==> src/rtl/aes_plat_pkg.sv <==
// Shared definitions for the AES platform sequencer: FSM encoding, byte counts,
// link field positions and a saturating counter helper.
package aes_plat_pkg;

    typedef enum logic [1:0] {
        ST_IDLE  = 2'd0,
        ST_SEND  = 2'd1,
        ST_RECV  = 2'd2,
        ST_CHECK = 2'd3
    } state_t;

    localparam int TX_BYTES = 32;
    localparam int RX_BYTES = 16;
    localparam int LINK_STB = 8;

    function automatic logic [31:0] sat_inc(input logic [31:0] v);
        return (v == 32'hFFFF_FFFF) ? v : v + 32'd1;
    endfunction

endpackage

==> src/rtl/aes_seq_ctrl_if.sv <==
// Job-side handshake between the platform and the AES sequencer.
interface aes_seq_ctrl_if;
    logic         start;
    logic         enc;
    logic [127:0] key;
    logic [127:0] din;
    logic [127:0] expected;
    logic         busy;
    logic         done;
    logic         pass;
    logic         timeout;
    logic [31:0]  total;
    logic [31:0]  correct;

    modport master (
        output start, enc, key, din, expected,
        input  busy, done, pass, timeout, total, correct
    );

    modport slave (
        input  start, enc, key, din, expected,
        output busy, done, pass, timeout, total, correct
    );
endinterface

==> src/rtl/aes_byte_pacer.sv <==
// Byte slot timer: BYTE_DIV-cycle slots, strobe high for the first half,
// slot_end on the last cycle. Cleared synchronously when a job is accepted.
module aes_byte_pacer #(
    parameter int BYTE_DIV = 16
) (
    input  logic clk,
    input  logic rst_n,
    input  logic clr,
    input  logic en,
    output logic stb,
    output logic slot_end
);
    localparam int CW = (BYTE_DIV > 1) ? $clog2(BYTE_DIV) : 1;

    logic [CW-1:0] cnt;

    always_ff @(posedge clk or negedge rst_n) begin
        if (!rst_n)              cnt <= '0;
        else if (clr || slot_end) cnt <= '0;
        else if (en)             cnt <= cnt + CW'(1);
    end

    assign stb      = en && (cnt < CW'(BYTE_DIV / 2));
    assign slot_end = en && (cnt == CW'(BYTE_DIV - 1));
endmodule

==> src/rtl/aes_seq_ctrl.sv <==
// AES chip transaction sequencer: serialises key+text as paced byte strobes,
// collects 16 result bytes, compares against the expected block and counts.
module aes_seq_ctrl
    import aes_plat_pkg::*;
#(
    parameter int CLK_FREQ    = 50_000_000,
    parameter int BYTE_FREQ   = 50_000,
    parameter int TIMEOUT_CYC = 1_000_000
) (
    input  logic               clk,
    input  logic               rst_n,
    aes_seq_ctrl_if.slave      job,
    output logic               chip_enc,
    output logic [8:0]         aes_tx,
    input  logic [8:0]         aes_rx
);
    localparam int BYTE_DIV = CLK_FREQ / BYTE_FREQ;
    localparam int TW       = $clog2(TIMEOUT_CYC + 1);

    state_t         state, state_nx;
    logic [255:0]   tx_sh;
    logic [4:0]     tx_idx;
    logic [127:0]   rx_sh, exp_q, rx_blk_nx;
    logic [3:0]     rx_idx;
    logic [TW-1:0]  tcnt;
    logic [8:0]     rx_s1, rx_s2;
    logic           rx_stb_d;
    logic           pass_q, timeout_q;
    logic [31:0]    total_q, correct_q;
    logic           accept, stb, slot_end;
    logic           rx_edge, to_fire, rx_cap, rx_last, blk_match;

    aes_byte_pacer #(.BYTE_DIV(BYTE_DIV)) u_pacer (
        .clk      (clk),
        .rst_n    (rst_n),
        .clr      (accept),
        .en       (state == ST_SEND),
        .stb      (stb),
        .slot_end (slot_end)
    );

    // Timeout wins over a strobe edge arriving in the same cycle.
    assign rx_edge   = rx_s2[LINK_STB] & ~rx_stb_d;
    assign to_fire   = (state == ST_RECV) && (tcnt == TW'(TIMEOUT_CYC - 1));
    assign rx_cap    = (state == ST_RECV) && rx_edge && !to_fire;
    assign rx_last   = rx_cap && (rx_idx == 4'(RX_BYTES - 1));
    assign rx_blk_nx = {rx_sh[119:0], rx_s2[7:0]};
    assign blk_match = (rx_blk_nx == exp_q);

    always_ff @(posedge clk or negedge rst_n) begin
        if (!rst_n) state <= ST_IDLE;
        else        state <= state_nx;
    end

    always_comb begin
        state_nx = state;
        accept   = 1'b0;
        unique case (state)
            ST_IDLE: if (job.start) begin
                accept   = 1'b1;
                state_nx = ST_SEND;
            end
            ST_SEND:  if (slot_end && tx_idx == 5'(TX_BYTES - 1)) state_nx = ST_RECV;
            ST_RECV:  if (to_fire || rx_last) state_nx = ST_CHECK;
            ST_CHECK: state_nx = ST_IDLE;
            default:  state_nx = ST_IDLE;
        endcase
    end

    always_comb begin
        aes_tx = 9'h000;
        if (state == ST_SEND) begin
            aes_tx[7:0]      = tx_sh[255:248];
            aes_tx[LINK_STB] = stb;
        end
    end

    // Result flags and counters are written on the edge into CHECK so they
    // line up with the done pulse.
    always_ff @(posedge clk or negedge rst_n) begin
        if (!rst_n) begin
            tx_sh     <= '0;
            tx_idx    <= '0;
            exp_q     <= '0;
            chip_enc  <= 1'b0;
            rx_sh     <= '0;
            rx_idx    <= '0;
            tcnt      <= '0;
            rx_s1     <= '0;
            rx_s2     <= '0;
            rx_stb_d  <= 1'b0;
            pass_q    <= 1'b0;
            timeout_q <= 1'b0;
            total_q   <= '0;
            correct_q <= '0;
        end else begin
            rx_s1    <= aes_rx;
            rx_s2    <= rx_s1;
            rx_stb_d <= rx_s2[LINK_STB];

            if (accept) begin
                tx_sh     <= {job.key, job.din};
                exp_q     <= job.expected;
                chip_enc  <= job.enc;
                tx_idx    <= '0;
                pass_q    <= 1'b0;
                timeout_q <= 1'b0;
            end else if (state == ST_SEND && slot_end) begin
                tx_sh  <= {tx_sh[247:0], 8'h00};
                tx_idx <= tx_idx + 5'd1;
            end

            if (state != ST_RECV) begin
                tcnt   <= '0;
                rx_idx <= '0;
            end else if (rx_cap) begin
                rx_sh  <= rx_blk_nx;
                rx_idx <= rx_idx + 4'd1;
                tcnt   <= '0;
            end else begin
                tcnt <= tcnt + TW'(1);
            end

            if (rx_last || to_fire) begin
                pass_q    <= rx_last && blk_match;
                timeout_q <= to_fire;
                total_q   <= sat_inc(total_q);
                if (rx_last && blk_match) correct_q <= sat_inc(correct_q);
            end
        end
    end

    assign job.busy    = (state != ST_IDLE);
    assign job.done    = (state == ST_CHECK);
    assign job.pass    = pass_q;
    assign job.timeout = timeout_q;
    assign job.total   = total_q;
    assign job.correct = correct_q;
endmodule

==> src/flat_wrapper.sv <==
// flat-port wrapper written by rule: the top's interface ports become plain ports
module aes_seq_ctrl_flat import aes_plat_pkg::*;
#(
    parameter int CLK_FREQ    = 50_000_000,
    parameter int BYTE_FREQ   = 50_000,
    parameter int TIMEOUT_CYC = 1_000_000
)
  (clk, rst_n, chip_enc, aes_tx, aes_rx, job_start, job_enc, job_key, job_din, job_expected, job_busy, job_done, job_pass, job_timeout, job_total, job_correct);
  aes_seq_ctrl_if job_i ();
  input  logic clk;
  input  logic rst_n;
  output logic chip_enc;
  output logic [8:0] aes_tx;
  input  logic [8:0] aes_rx;
  input wire logic [$bits(job_i.start)-1:0] job_start;
  input wire logic [$bits(job_i.enc)-1:0] job_enc;
  input wire logic [$bits(job_i.key)-1:0] job_key;
  input wire logic [$bits(job_i.din)-1:0] job_din;
  input wire logic [$bits(job_i.expected)-1:0] job_expected;
  output wire logic [$bits(job_i.busy)-1:0] job_busy;
  output wire logic [$bits(job_i.done)-1:0] job_done;
  output wire logic [$bits(job_i.pass)-1:0] job_pass;
  output wire logic [$bits(job_i.timeout)-1:0] job_timeout;
  output wire logic [$bits(job_i.total)-1:0] job_total;
  output wire logic [$bits(job_i.correct)-1:0] job_correct;
  assign job_i.start = job_start;
  assign job_i.enc = job_enc;
  assign job_i.key = job_key;
  assign job_i.din = job_din;
  assign job_i.expected = job_expected;
  assign job_busy = job_i.busy;
  assign job_done = job_i.done;
  assign job_pass = job_i.pass;
  assign job_timeout = job_i.timeout;
  assign job_total = job_i.total;
  assign job_correct = job_i.correct;
  aes_seq_ctrl #(.CLK_FREQ(CLK_FREQ), .BYTE_FREQ(BYTE_FREQ), .TIMEOUT_CYC(TIMEOUT_CYC)) u_core (.clk(clk), .rst_n(rst_n), .job(job_i), .chip_enc(chip_enc), .aes_tx(aes_tx), .aes_rx(aes_rx));
endmodule
==> config.mk <==
export PLATFORM = sky130hd
export DESIGN_NAME = aes_seq_ctrl_flat
export DESIGN_NICKNAME = d
export VERILOG_FILES = /design/src/rtl/aes_plat_pkg.sv /design/src/rtl/aes_seq_ctrl_if.sv /design/src/rtl/aes_byte_pacer.sv /design/src/rtl/aes_seq_ctrl.sv /design/src/flat_wrapper.sv
export SDC_FILE = /design/constraint.sdc
export NUM_CORES = 1
export LEC_CHECK = 0
export ABC_CLOCK_PERIOD_IN_PS = 3550
export BUFFER_PORTS_ARGS = -buffer_cell sky130_fd_sc_hd__buf_4
export CAP_MARGIN = 10
export CELL_PAD_IN_SITES_DETAIL_PLACEMENT = 1
export CELL_PAD_IN_SITES_GLOBAL_PLACEMENT = 1
export CORE_MARGIN = 2
export CORE_UTILIZATION = 30
export CTS_CLUSTER_SIZE = 25
export DETAILED_ROUTE_END_ITERATION = 7
export PLACE_DENSITY = 0.7
export REMOVE_ABC_BUFFERS = 1
export SYNTH_ARGS = -nofsm -noshare
export SYNTH_HDL_FRONTEND = slang
export SYNTH_SLANG_ARGS = --single-unit
==> constraint.sdc <==
create_clock -name clk -period 3.55 [get_ports clk]
set_input_delay 0.355 -clock clk [delete_from_list [all_inputs] [get_ports clk]]
set_output_delay 0.355 -clock clk [all_outputs]
set_load 0.005 [all_outputs]
==> results.toml <==
[sta]
rsz0062_at_grt = "false"
period_share_pct = 87.13
finalHoldViolations = 0
fin_crit_ns = 3.093
max_slew.worst_pin.slew_ns = 0.8334
finClkSkew_ns = 0.03749
worst_slack_ns = 0.4568
maxSlewHeadroom_pct = 43.68
slew_violations = 0
fmax_ghz = 0.3233
tns_ns = 0
setup_viol = 0

[cells_and_area]
layout_common_cells = "nand2_1, dfrtp_1, buf_4"
drive_gt1_share_pct = 19.88
num-fill-cells = 10380
area_growth_pct = 39.34
finalNetCount = 4078
final_common_cell = "nand2_1"

[synth]
yosys-top-cells-area = "dfrtp_1, nand2_1, a31oi_1, xnor2_1, nor2_1"
synth_mux_area_share_pct = 5.004
synth_edf_count = 0
synth_top_area_share_pct = 56.69
async_flop_share_pct = 100.0
synthSimpleGateAreaFrac_pct = 21.81
ys_seq_area_share_pct = 56.69
synth_top_family_by_area = "simple AND/OR/NAND/NOR gates"
synth_seq_cells = 631
syn_avg_cell_area_um2 = 9.592
synth_area_leader_cell = "dfrtp_1"
synth_fa_ha_area_share_pct = 0.5390
synth_cells = 2904
synthXorXnorAreaFrac_pct = 6.981
synth_compound_area_share_pct = 6.141
netlist-cell-type-count = 47
synth_area_mm2 = 0.02785
yosysWarnings = 0
synth_top_flop_cell = "dfrtp_1"

[critical_path]
cpLargestDelayFamily = "simple AND/OR/NAND/NOR gates"
start_kind = "flop"
cp.arrival_ns = 3.61
cpMaxStageDelayCell = "nor4bb_1"
cp.required_ns = 4.06
path_buf_inv = 1
crit_path_max_fanout = 29
slowest_delay_ns = 0.80
cp-end-kind = "flop"
crit_chain = "xnor2_1 > nand4_1 > nor4bb_1 > nand3_1 > nor4_4 > buf_4 > mux2_2"
critPathKind = "flop to flop"

[global_routing]
top_usage_layer = "met2"
grt_pass1_wl_um = 152000
use_met1_pct = 26.09
grt_pass1_vias = 25990
grt_use_met3_pct = 2.631
overflow = 0
grt_use_total_pct = 20.42
grt_max_degree = 119
antenna_found_initial = 23
use_met2_pct = 34.44

[place]
gp_congestion = 0.8056
hpwlAfterDp_um = 64100
pre_cts_ws_ns = 0.5642
port-buffer-count = 474

[worst_hold_path]
hold_class = "input port to flop"

[power_and_ir_drop]
power.density_mw_per_mm2 = 668.2
leakagePower_uw = 0.01848
finalPower_uw = 25930
ir_worst_vdd_uv = 390.1

[detailed_routing]
via_per_inst = 4.830
drt_pass1_iterations = 5
drt-initial-drc-count = 1429
wl_per_cell_um = 19.82
routed_wl_um = 98750
detail-route-antenna-nets = 0
vias = 24070
drc = 0

[clocking]
clk_pin_slew_ns = 0.07
postCtsSetupRepairBufs = 0
cts_max_level = 3
insertion_delay_ns = 0.63
cts_inserted_buffers = 75
cts_root_buffer = "clkbuf_16"
cts-hold-fix-buffers = 335
cts_sinks = 631
cts_tree = "built"
clock_path_buffers = 3
ctsResizeCount = 0

[status]
outcome = "completed"

[floorplan]
row_count = 111
core_area_mm2 = 0.09180
dieArea_mm2 = 0.09530
num_io_pins = 475
die_y_um = 308.7
die_w_um = 308.7
initial_core_util_pct = 30.34

[flow_run]
cap_violations = 0
==> final cells by class <==
type                       instances  area (um2)  area share [%]
antenna                           18       45.04          0.1161
timing repair buffer             858        7600           19.58
inverter                           8       30.03         0.07737
multi-input combinational       2095       11310           29.14
clock inverter                    25       370.4          0.9543
clock buffer                     105        2110           5.435
sequential                       631       15790           40.68
tap                             1243        1555           4.007
==> stage by stage <==
stage          area [um2]  instances  hold WS, ns  utilization (%)
2_1_floorplan       27090       2734      0.05941                -
3_3_place_gp        32930       4500       0.3328            35.87
3_5_place_dp        32930       4500       0.3402            35.87
4_1_cts             38770       4965    0.0001143            42.23
5_1_grt             38810       4983     0.007821            42.28
6_report            38810       4983      0.03677            42.28
==> worst paths after layout <==
check	cells after the start	startpoint	slack, ns	endpoint
max	7	u_core.exp_q[0]	0.46	u_core.job.correct[1]
min	3	job_key[47]	0.04	u_core.tx_sh[175]
max reg2reg	7	u_core.exp_q[0]	0.46	u_core.job.correct[1]
min reg2reg	0	u_core.rx_s1[1]	0.34	u_core.rx_s2[1]
max in group asynchronous	4	rst_n	2.18	u_core.tx_sh[9]
min in group asynchronous	2	rst_n	0.34	u_core.job.correct[21]
==> flip-flops by register name (all words and copies together), names as in the netlist, 2 cells and up <==
register and cells:
u_core.job.correct 32, u_core.job.total 32, u_core.rx_s2 9, u_core.tcnt 20, u_core.tx_idx 5, u_core.u_pacer.cnt 10
u_core.exp_q 128, u_core.rx_s1 9, u_core.rx_sh 120, u_core.rx_idx 4, u_core.tx_sh 256, u_core.state 2
==> worst reg2reg max path: stages, from the launching register on <==
cell and delay (ns):
dfrtp_1 0.39, xnor2_1 0.23, nand4_1 0.29, nor4bb_1 0.80, nand3_1 0.26, nor4_4 0.26, buf_4 0.36, mux2_2 0.40
==> layer usage <==
layer  vias to the layer above  routed length, um  part of all wire [%]
met5                         -                 28                 0.028
met1                     12130              42480                    43
met3                       221               3268                   3.3
met2                       525              48760                    49
li1                      11190                  -                     -
met4                         4               4204                   4.3
==> power breakdown <==
group          switching [uW]  internal (uW)  leakage, uW
Combinational            3870           2970      0.00957
Sequential               1740           9550      0.00771
Clock                    3310           4500      0.00120
==> synthesized netlist by cell type, types with 3 or more instances <==
cell type / instances
nand3_1: 31
mux2_1: 28
buf_6: 11
and2_1: 15
and3_1: 25
nor3b_1: 3
nor3_1: 15
xnor2_1: 137
a21oi_1: 5
nor4bb_1: 3
and4_1: 8
a31oi_1: 248
buf_4: 3
nor4_1: 29
inv_1: 8
ha_1: 12
buf_1: 4
xor2_1: 85
o21ai_0: 14
nand4_1: 60
clkbuf_1: 130
nand3b_1: 4
or3_1: 4
nor2_1: 304
buf_2: 22
dfrtp_1: 631
mux2_2: 94
nand2_1: 945
==> cells by family (layout without fill, tap and decap cells) <==
logic type,count (synthesis),after routing
simple gates,1464,1464
flops,631,631
compound gates,273,273
xor+xnor,222,222
buf+inv,178,996
mux,124,124
fa+ha+maj,12,12
other cells,0,18
Note: power is estimated with default switching activity, not from simulation.
